[config.mk]
export PLATFORM = sky130hd
export DESIGN_NAME = codec_stream_ctrl_flat
export DESIGN_NICKNAME = d
export VERILOG_FILES = /design/src/rtl/codec_stream_if.sv /design/src/rtl/codec_stream_ctrl.sv /design/src/flat_wrapper.sv
export SDC_FILE = /design/constraint.sdc
export NUM_CORES = 1
export LEC_CHECK = 0
export ABC_AREA = 1
export ABC_CLOCK_PERIOD_IN_PS = 2500
export BUFFER_PORTS_ARGS = -buffer_cell sky130_fd_sc_hd__buf_2
export CELL_PAD_IN_SITES_DETAIL_PLACEMENT = 2
export CELL_PAD_IN_SITES_GLOBAL_PLACEMENT = 2
export CORE_MARGIN = 1
export CORE_UTILIZATION = 32
export CTS_CLUSTER_SIZE = 30
export DETAILED_ROUTE_END_ITERATION = 8
export PLACE_DENSITY_LB_ADDON = 0.1
export SLEW_MARGIN = 20
export SYNTH_ARGS = -nofsm -noshare
export SYNTH_HDL_FRONTEND = slang
export SYNTH_SLANG_ARGS = --single-unit
[constraint.sdc]
create_clock -name clk -period 2.5 [get_ports clk]
set_input_delay 0.75 -clock clk [delete_from_list [all_inputs] [get_ports clk]]
set_output_delay 0.75 -clock clk [all_outputs]
set_load 0.01 [all_outputs]
[src/rtl/codec_stream_if.sv]
// codec_stream_if: capture (valid/ready out) and playback (valid/ready in) stereo streams
// master: codec_stream_ctrl side (drives cap_valid/cap_left/cap_right/play_ready)
// slave : DSP fabric side (drives cap_ready/play_valid/play_left/play_right)
interface codec_stream_if #(parameter int W = 24);
  logic         cap_valid;
  logic         cap_ready;
  logic [W-1:0] cap_left;
  logic [W-1:0] cap_right;
  logic         play_valid;
  logic         play_ready;
  logic [W-1:0] play_left;
  logic [W-1:0] play_right;
  modport master (
    output cap_valid, cap_left, cap_right, play_ready,
    input  cap_ready, play_valid, play_left, play_right
  );
  modport slave (
    input  cap_valid, cap_left, cap_right, play_ready,
    output cap_ready, play_valid, play_left, play_right
  );
endinterface

[src/rtl/codec_stream_ctrl.sv]
// codec_stream_ctrl: frames codec update strobes, buffers ADC capture and DAC playback pairs
// Ports: clk, rst (sync, active high), enable (level), adc_update (codec strobe),
//   lch_adc/rch_adc (ADC pair in), lch_dac/rch_dac (DAC pair out), running (state RUN),
//   s (codec_stream_if.master: capture stream out, playback stream in).
// Optional feature macro CODEC_STREAM_STATUS_EN adds status_clr, overrun_cnt, underrun_cnt.
module codec_stream_ctrl #(
  parameter int CAP_DEPTH     = 4,
  parameter int PLAY_DEPTH    = 4,
  parameter int SETTLE_FRAMES = 64,
  parameter int UNDERRUN_HOLD = 0
) (
  input  logic        clk,
  input  logic        rst,
  input  logic        enable,
  input  logic        adc_update,
  input  logic [23:0] lch_adc,
  input  logic [23:0] rch_adc,
  output logic [23:0] lch_dac,
  output logic [23:0] rch_dac,
  output logic        running,
`ifdef CODEC_STREAM_STATUS_EN
  input  logic        status_clr,
  output logic [15:0] overrun_cnt,
  output logic [15:0] underrun_cnt,
`endif
  codec_stream_if.master s
);
  localparam int CAW = $clog2(CAP_DEPTH);
  localparam int CCW = CAW + 1;
  localparam int PAW = $clog2(PLAY_DEPTH);
  localparam int PCW = PAW + 1;
  typedef enum logic [1:0] {IDLE, SETTLE, RUN} state_t;
  state_t state_q, state_d;
  logic adc_prev_q, adc_prev_d;
  logic frame_q, frame_d;
  logic [7:0] settle_q, settle_d;
  logic [47:0] cap_mem_q [CAP_DEPTH];
  logic [47:0] cap_mem_d [CAP_DEPTH];
  logic [CAW-1:0] cap_wp_q, cap_wp_d, cap_rp_q, cap_rp_d;
  logic [CCW-1:0] cap_cnt_q, cap_cnt_d;
  logic [47:0] play_mem_q [PLAY_DEPTH];
  logic [47:0] play_mem_d [PLAY_DEPTH];
  logic [PAW-1:0] play_wp_q, play_wp_d, play_rp_q, play_rp_d;
  logic [PCW-1:0] play_cnt_q, play_cnt_d;
  logic [47:0] dac_q, dac_d;
  logic run, cap_full, play_full, cap_pop, cap_push, play_push, play_pop, underrun;
  assign run       = state_q == RUN;
  assign cap_full  = cap_cnt_q == CCW'(CAP_DEPTH);
  assign play_full = play_cnt_q == PCW'(PLAY_DEPTH);
  assign cap_pop   = s.cap_valid & s.cap_ready;
  // a pop on the same edge frees the slot, so a full FIFO still accepts the new pair
  assign cap_push  = run & frame_q & (~cap_full | cap_pop);
  assign play_push = s.play_valid & s.play_ready;
  // decided on pre-push occupancy: a pair arriving in the frame cycle waits for the next frame
  assign play_pop  = run & frame_q & (play_cnt_q != '0);
  assign underrun  = run & frame_q & (play_cnt_q == '0);
  assign running      = run;
  assign lch_dac      = dac_q[47:24];
  assign rch_dac      = dac_q[23:0];
  assign s.cap_valid  = cap_cnt_q != '0;
  assign s.cap_left   = s.cap_valid ? cap_mem_q[cap_rp_q][47:24] : '0;
  assign s.cap_right  = s.cap_valid ? cap_mem_q[cap_rp_q][23:0] : '0;
  assign s.play_ready = (state_q != IDLE) & ~play_full;
  always_comb begin
    state_d    = state_q;
    settle_d   = settle_q;
    adc_prev_d = adc_update;
    frame_d    = adc_update & ~adc_prev_q;
    cap_mem_d  = cap_mem_q;
    play_mem_d = play_mem_q;
    cap_wp_d   = cap_wp_q + CAW'(cap_push);
    cap_rp_d   = cap_rp_q + CAW'(cap_pop);
    cap_cnt_d  = cap_cnt_q + CCW'(cap_push) - CCW'(cap_pop);
    play_wp_d  = play_wp_q + PAW'(play_push);
    play_rp_d  = play_rp_q + PAW'(play_pop);
    play_cnt_d = play_cnt_q + PCW'(play_push) - PCW'(play_pop);
    dac_d      = play_pop ? play_mem_q[play_rp_q] : (underrun && UNDERRUN_HOLD == 0) ? '0 : dac_q;
    if (cap_push) cap_mem_d[cap_wp_q] = {lch_adc, rch_adc};
    if (play_push) play_mem_d[play_wp_q] = {s.play_left, s.play_right};
    if (state_q == IDLE) begin
      state_d  = SETTLE;
      settle_d = '0;
    end
    if (state_q == SETTLE && frame_q) begin
      settle_d = settle_q + 8'd1;
      state_d  = settle_q == 8'(SETTLE_FRAMES - 1) ? RUN : SETTLE;
    end
    // stop: drop everything buffered or in flight and silence the DAC
    if (!enable) begin
      state_d    = IDLE;
      settle_d   = '0;
      cap_wp_d   = '0;
      cap_rp_d   = '0;
      cap_cnt_d  = '0;
      play_wp_d  = '0;
      play_rp_d  = '0;
      play_cnt_d = '0;
      dac_d      = '0;
    end
  end
  always_ff @(posedge clk) begin
    if (rst) begin
      state_q    <= IDLE;
      settle_q   <= '0;
      adc_prev_q <= 1'b0;
      frame_q    <= 1'b0;
      cap_mem_q  <= '{default: '0};
      play_mem_q <= '{default: '0};
      cap_wp_q   <= '0;
      cap_rp_q   <= '0;
      cap_cnt_q  <= '0;
      play_wp_q  <= '0;
      play_rp_q  <= '0;
      play_cnt_q <= '0;
      dac_q      <= '0;
    end else begin
      state_q    <= state_d;
      settle_q   <= settle_d;
      adc_prev_q <= adc_prev_d;
      frame_q    <= frame_d;
      cap_mem_q  <= cap_mem_d;
      play_mem_q <= play_mem_d;
      cap_wp_q   <= cap_wp_d;
      cap_rp_q   <= cap_rp_d;
      cap_cnt_q  <= cap_cnt_d;
      play_wp_q  <= play_wp_d;
      play_rp_q  <= play_rp_d;
      play_cnt_q <= play_cnt_d;
      dac_q      <= dac_d;
    end
  end
`ifdef CODEC_STREAM_STATUS_EN
  logic overrun;
  logic [15:0] ovr_q, ovr_d, und_q, und_d;
  assign overrun = run & frame_q & cap_full & ~cap_pop;
  always_comb begin
    ovr_d = status_clr ? '0 : ovr_q + 16'(overrun && ovr_q != '1);
    und_d = status_clr ? '0 : und_q + 16'(underrun && und_q != '1);
  end
  always_ff @(posedge clk) begin
    if (rst) begin
      ovr_q <= '0;
      und_q <= '0;
    end else begin
      ovr_q <= ovr_d;
      und_q <= und_d;
    end
  end
  assign overrun_cnt  = ovr_q;
  assign underrun_cnt = und_q;
`endif
endmodule

[src/flat_wrapper.sv]
// flat-port wrapper written by rule: the top's interface ports become plain ports
module codec_stream_ctrl_flat 
#(
  parameter int CAP_DEPTH     = 4,
  parameter int PLAY_DEPTH    = 4,
  parameter int SETTLE_FRAMES = 64,
  parameter int UNDERRUN_HOLD = 0
)
  (clk, rst, enable, adc_update, lch_adc, rch_adc, lch_dac, rch_dac, running, s_cap_valid, s_cap_left, s_cap_right, s_play_ready, s_cap_ready, s_play_valid, s_play_left, s_play_right);
  codec_stream_if s_i ();
  input  logic clk;
  input  logic rst;
  input  logic enable;
  input  logic adc_update;
  input  logic [23:0] lch_adc;
  input  logic [23:0] rch_adc;
  output logic [23:0] lch_dac;
  output logic [23:0] rch_dac;
  output logic running;
  output wire logic [$bits(s_i.cap_valid)-1:0] s_cap_valid;
  output wire logic [$bits(s_i.cap_left)-1:0] s_cap_left;
  output wire logic [$bits(s_i.cap_right)-1:0] s_cap_right;
  output wire logic [$bits(s_i.play_ready)-1:0] s_play_ready;
  input wire logic [$bits(s_i.cap_ready)-1:0] s_cap_ready;
  input wire logic [$bits(s_i.play_valid)-1:0] s_play_valid;
  input wire logic [$bits(s_i.play_left)-1:0] s_play_left;
  input wire logic [$bits(s_i.play_right)-1:0] s_play_right;
  assign s_cap_valid = s_i.cap_valid;
  assign s_cap_left = s_i.cap_left;
  assign s_cap_right = s_i.cap_right;
  assign s_play_ready = s_i.play_ready;
  assign s_i.cap_ready = s_cap_ready;
  assign s_i.play_valid = s_play_valid;
  assign s_i.play_left = s_play_left;
  assign s_i.play_right = s_play_right;
  codec_stream_ctrl #(.CAP_DEPTH(CAP_DEPTH), .PLAY_DEPTH(PLAY_DEPTH), .SETTLE_FRAMES(SETTLE_FRAMES), .UNDERRUN_HOLD(UNDERRUN_HOLD)) u_core (.clk(clk), .rst(rst), .enable(enable), .adc_update(adc_update), .lch_adc(lch_adc), .rch_adc(rch_adc), .lch_dac(lch_dac), .rch_dac(rch_dac), .running(running), .s(s_i));
endmodule
==> impl_metrics.env <==
export IMPL_status="complete, but fails checks"
export IMPL_violations="DRC, setup timing"
export IMPL_initial_utilization_pct=32.5
export IMPL_routed_wl_mm=79.7
export IMPL_worst_hold_slack_ns=0.396
export IMPL_yosysWarningCount=0
export IMPL_hold_path_class="in2reg"
export IMPL_hp_start="adc_update"
export IMPL_fmax_mhz=364
export IMPL_drv_slew=0
export IMPL_yosys_area_top_type_share_pct=42.8
export IMPL_p_leak_nw=12.8
export IMPL_cts_sinks=458
export IMPL_synthTopCellsByArea="dfxtp_1, nand2_1, nor2_1, inv_1, a21oi_1"
export IMPL_p_per_area_nw_per_um2=604
export IMPL_grt_pass1_vias=23214
export IMPL_die_x_um=261
export IMPL_syn_mean_instance_area_um2=6.36
export IMPL_cpPeakStageDelay_ns=0.38
export IMPL_port_buffers=200
export IMPL_path_clk_slew_ns=0.06
export IMPL_cp_max_fo=8
export IMPL_reg2reg_to="u_core.play_cnt_q[2]$_SDFF_PP0_"
export IMPL_cp_slowest_cell="dfxtp_4"
export IMPL_timing_slew_headroom_pct=47.6
export IMPL_drtIter0Drc=682
export IMPL_ioPinCount=201
export IMPL_detail_route_first_pass_iterations=7
export IMPL_crit_top_cell="buf_12"
export IMPL_grt_overflow=0
export IMPL_reg2reg_from="u_core.state_q[1]$_SDFFE_PP0P_"
export IMPL_post_route_period_util_pct=110
export IMPL_die_h_um=261
export IMPL_cp_end_kind="output port"
export IMPL_synth_area_um2=21400
export IMPL_crit_type="reg2out"
export IMPL_fin_crit_ns=2.75
export IMPL_ir_drop_uv=444
export IMPL_fin_skew_ns=0.0160
export IMPL_seq_area_frac_synth_pct=42.8
export IMPL_cts_tree="built"
export IMPL_cts_root_buf="clkbuf_16"
export IMPL_syn_inst=3369
export IMPL_layout_common_cells="nand2_1, nor2_1, dfxtp_1"
export IMPL_worstPathArrival_ns=2.00
export IMPL_whs_path_depth=3
export IMPL_numCtsBuffers=55
export IMPL_core_area_um2=66000
export IMPL_ys_ff_latch=458
export IMPL_cts_htree_levels=2
export IMPL_drt_antenna_violating_nets=0
export IMPL_hold_viol_final=0
export IMPL_finalWeightedCongestion=0.763
export IMPL_hold_end="u_core.adc_prev_q$_SDFF_PP0_"
export IMPL_path_cells="clkinvlp_4 -> buf_12 -> buf_12 -> a21oi_2 -> o21ai_1 -> a21oi_1 -> buf_4 -> buf_6"
export IMPL_grt_max_degree=138
export IMPL_routed_via_count=21357
export IMPL_insertion_delay_ns=0.61
export IMPL_dp_hpwl_mm=47.4
export IMPL_synthDistinctLibCells=32
export IMPL_final_area_um2=25900
export IMPL_start_kind="register"
export IMPL_fin_nets=3614
export IMPL_fillers=7984
export IMPL_tightest_slew_ns=0.786
export IMPL_fp_row_count=94
export IMPL_drive_gt1_share_pct=13.2
export IMPL_cp_data_required_time_ns=1.75
export IMPL_grt_util_all_layers_pct=22.0
export IMPL_layout_commonest_cell="nand2_1"
export IMPL_maxCapViolations=0
export IMPL_grt_pass1_wl_mm=120
export IMPL_area_growth_pct=21.0
export IMPL_synthesis_nets=3480
export IMPL_wl_per_cell_um=18.1
export IMPL_drc=16
export IMPL_die_area_um2=68000
export IMPL_r2r_slack_ns=0.23
export IMPL_hold_buffers=0
export IMPL_reg2regPathDepth=9
export IMPL_viasPerCell=4.84
export IMPL_yosysTopAreaCell="dfxtp_1"
export IMPL_antenna_found_initial=15
export IMPL_setup_slack_ns=-0.250
export IMPL_grt_setup_unrepaired="true"
export IMPL_clk_path_buf_depth=3
export IMPL_placed_cell_area_um2=23300
export IMPL_finalSetupViolCount=49
export IMPL_p_total_w=0.0157
-- through the flow --
step	setup TNS (ns)	cells	util [%]	setup slack (ns)
floorplan	0	3369	-	0.220
global placement	0	4282	35.2	0.0510
detailed placement	0	4282	35.2	0.00658
CTS	-11.49	4387	38.4	-0.294
global route	-13.20	4408	39.3	-0.350
finish	-9.16	4412	39.3	-0.250
-- synth_stat cells (all sizes together) --
cell / n
inv: 422
ha: 7
fa: 2
a31oi: 3
nand4: 6
and3: 1
xnor2: 4
nand3b: 2
o21ai: 102
o21bai: 1
buf: 118
xor2: 1
a22oi: 1
or2: 1
a21oi: 203
nand3: 8
nor3: 4
nand2: 1038
nor2: 798
o211ai: 96
clkinv: 1
clkbuf: 92
dfxtp: 458
-- critical path: cells and delay by family (launching register included) --
kind / cells / cell delay (ns)
flops: 1 / 0.38
compound gates: 3 / 0.32
buf+inv: 5 / 0.68
-- state kept, by name (all words and copies together) (netlist names), 3 cells and up --
name               count
u_core.settle_q        8
u_core.cap_mem_q     192
u_core.cap_cnt_q       3
u_core.play_mem_q    192
u_core.dac_q          48
u_core.play_cnt_q      3
-- power by group --
part / switching, W / internal (W)
Combinational: 0.000380 / 0.000163
Sequential: 0.0000262 / 0.00735
Clock: 0.00322 / 0.00452
Total: 0.00363 / 0.0120
-- cell type report --
class / instances / area (um^2) / share of cell area (%)
Multi-Input combinational cell: 2278 / 9960 / 38.4
Clock buffer: 90 / 1680 / 6.48
Inverter: 423 / 1600 / 6.19
Tap cell: 864 / 1080 / 4.17
Antenna cell: 9 / 22.5 / 0.0869
Timing Repair Buffer: 287 / 2380 / 9.18
Clock inverter: 3 / 15.0 / 0.0579
Sequential cell: 458 / 9190 / 35.4
-- how the worst max path moves through the flow --
stage                             startpoint                             end  depth (start not counted)
3_3_place_gp                     s_cap_ready  u_core.cap_cnt_q[2]$_SDFF_PP0_                          9
3_5_place_dp                     s_cap_ready  u_core.cap_cnt_q[2]$_SDFF_PP0_                          9
4_1_cts        u_core.cap_rp_q[0]$_SDFF_PP0_                   s_cap_left[5]                          6
5_1_grt        u_core.cap_rp_q[1]$_SDFF_PP0_                 s_cap_right[19]                          7
2_1_floorplan                    s_cap_ready  u_core.cap_cnt_q[2]$_SDFF_PP0_                          8
6_report       u_core.cap_rp_q[1]$_SDFF_PP0_                 s_cap_right[22]                          8
-- kinds of logic after synthesis --
logic type / count (synthesis) / synth area share, %
AOI/OAI and AO/OA: 406 / 10.7
and+or+nand+nor: 1858 / 33.0
adders and majority gates: 9 / 0.596
buffers and inverters: 633 / 12.7
xor gates and xnor gates: 5 / 0.204
DFF: 458 / 42.8
-- routing by layer --
layer  part of all wire [%]  track usage, %
met5                  0.092               0
met4                    2.4            7.54
met3                    3.4            3.73
met2                     53            42.0
met1                     41            24.3
-- timing repair --
item	in CTS	in global routing
pin swaps	3	28
resized for setup	54	125
setup endpoints to repair	49	49
gates cloned	5	10
setup buffers	7	7
Power figures use the tool's default switching activity.
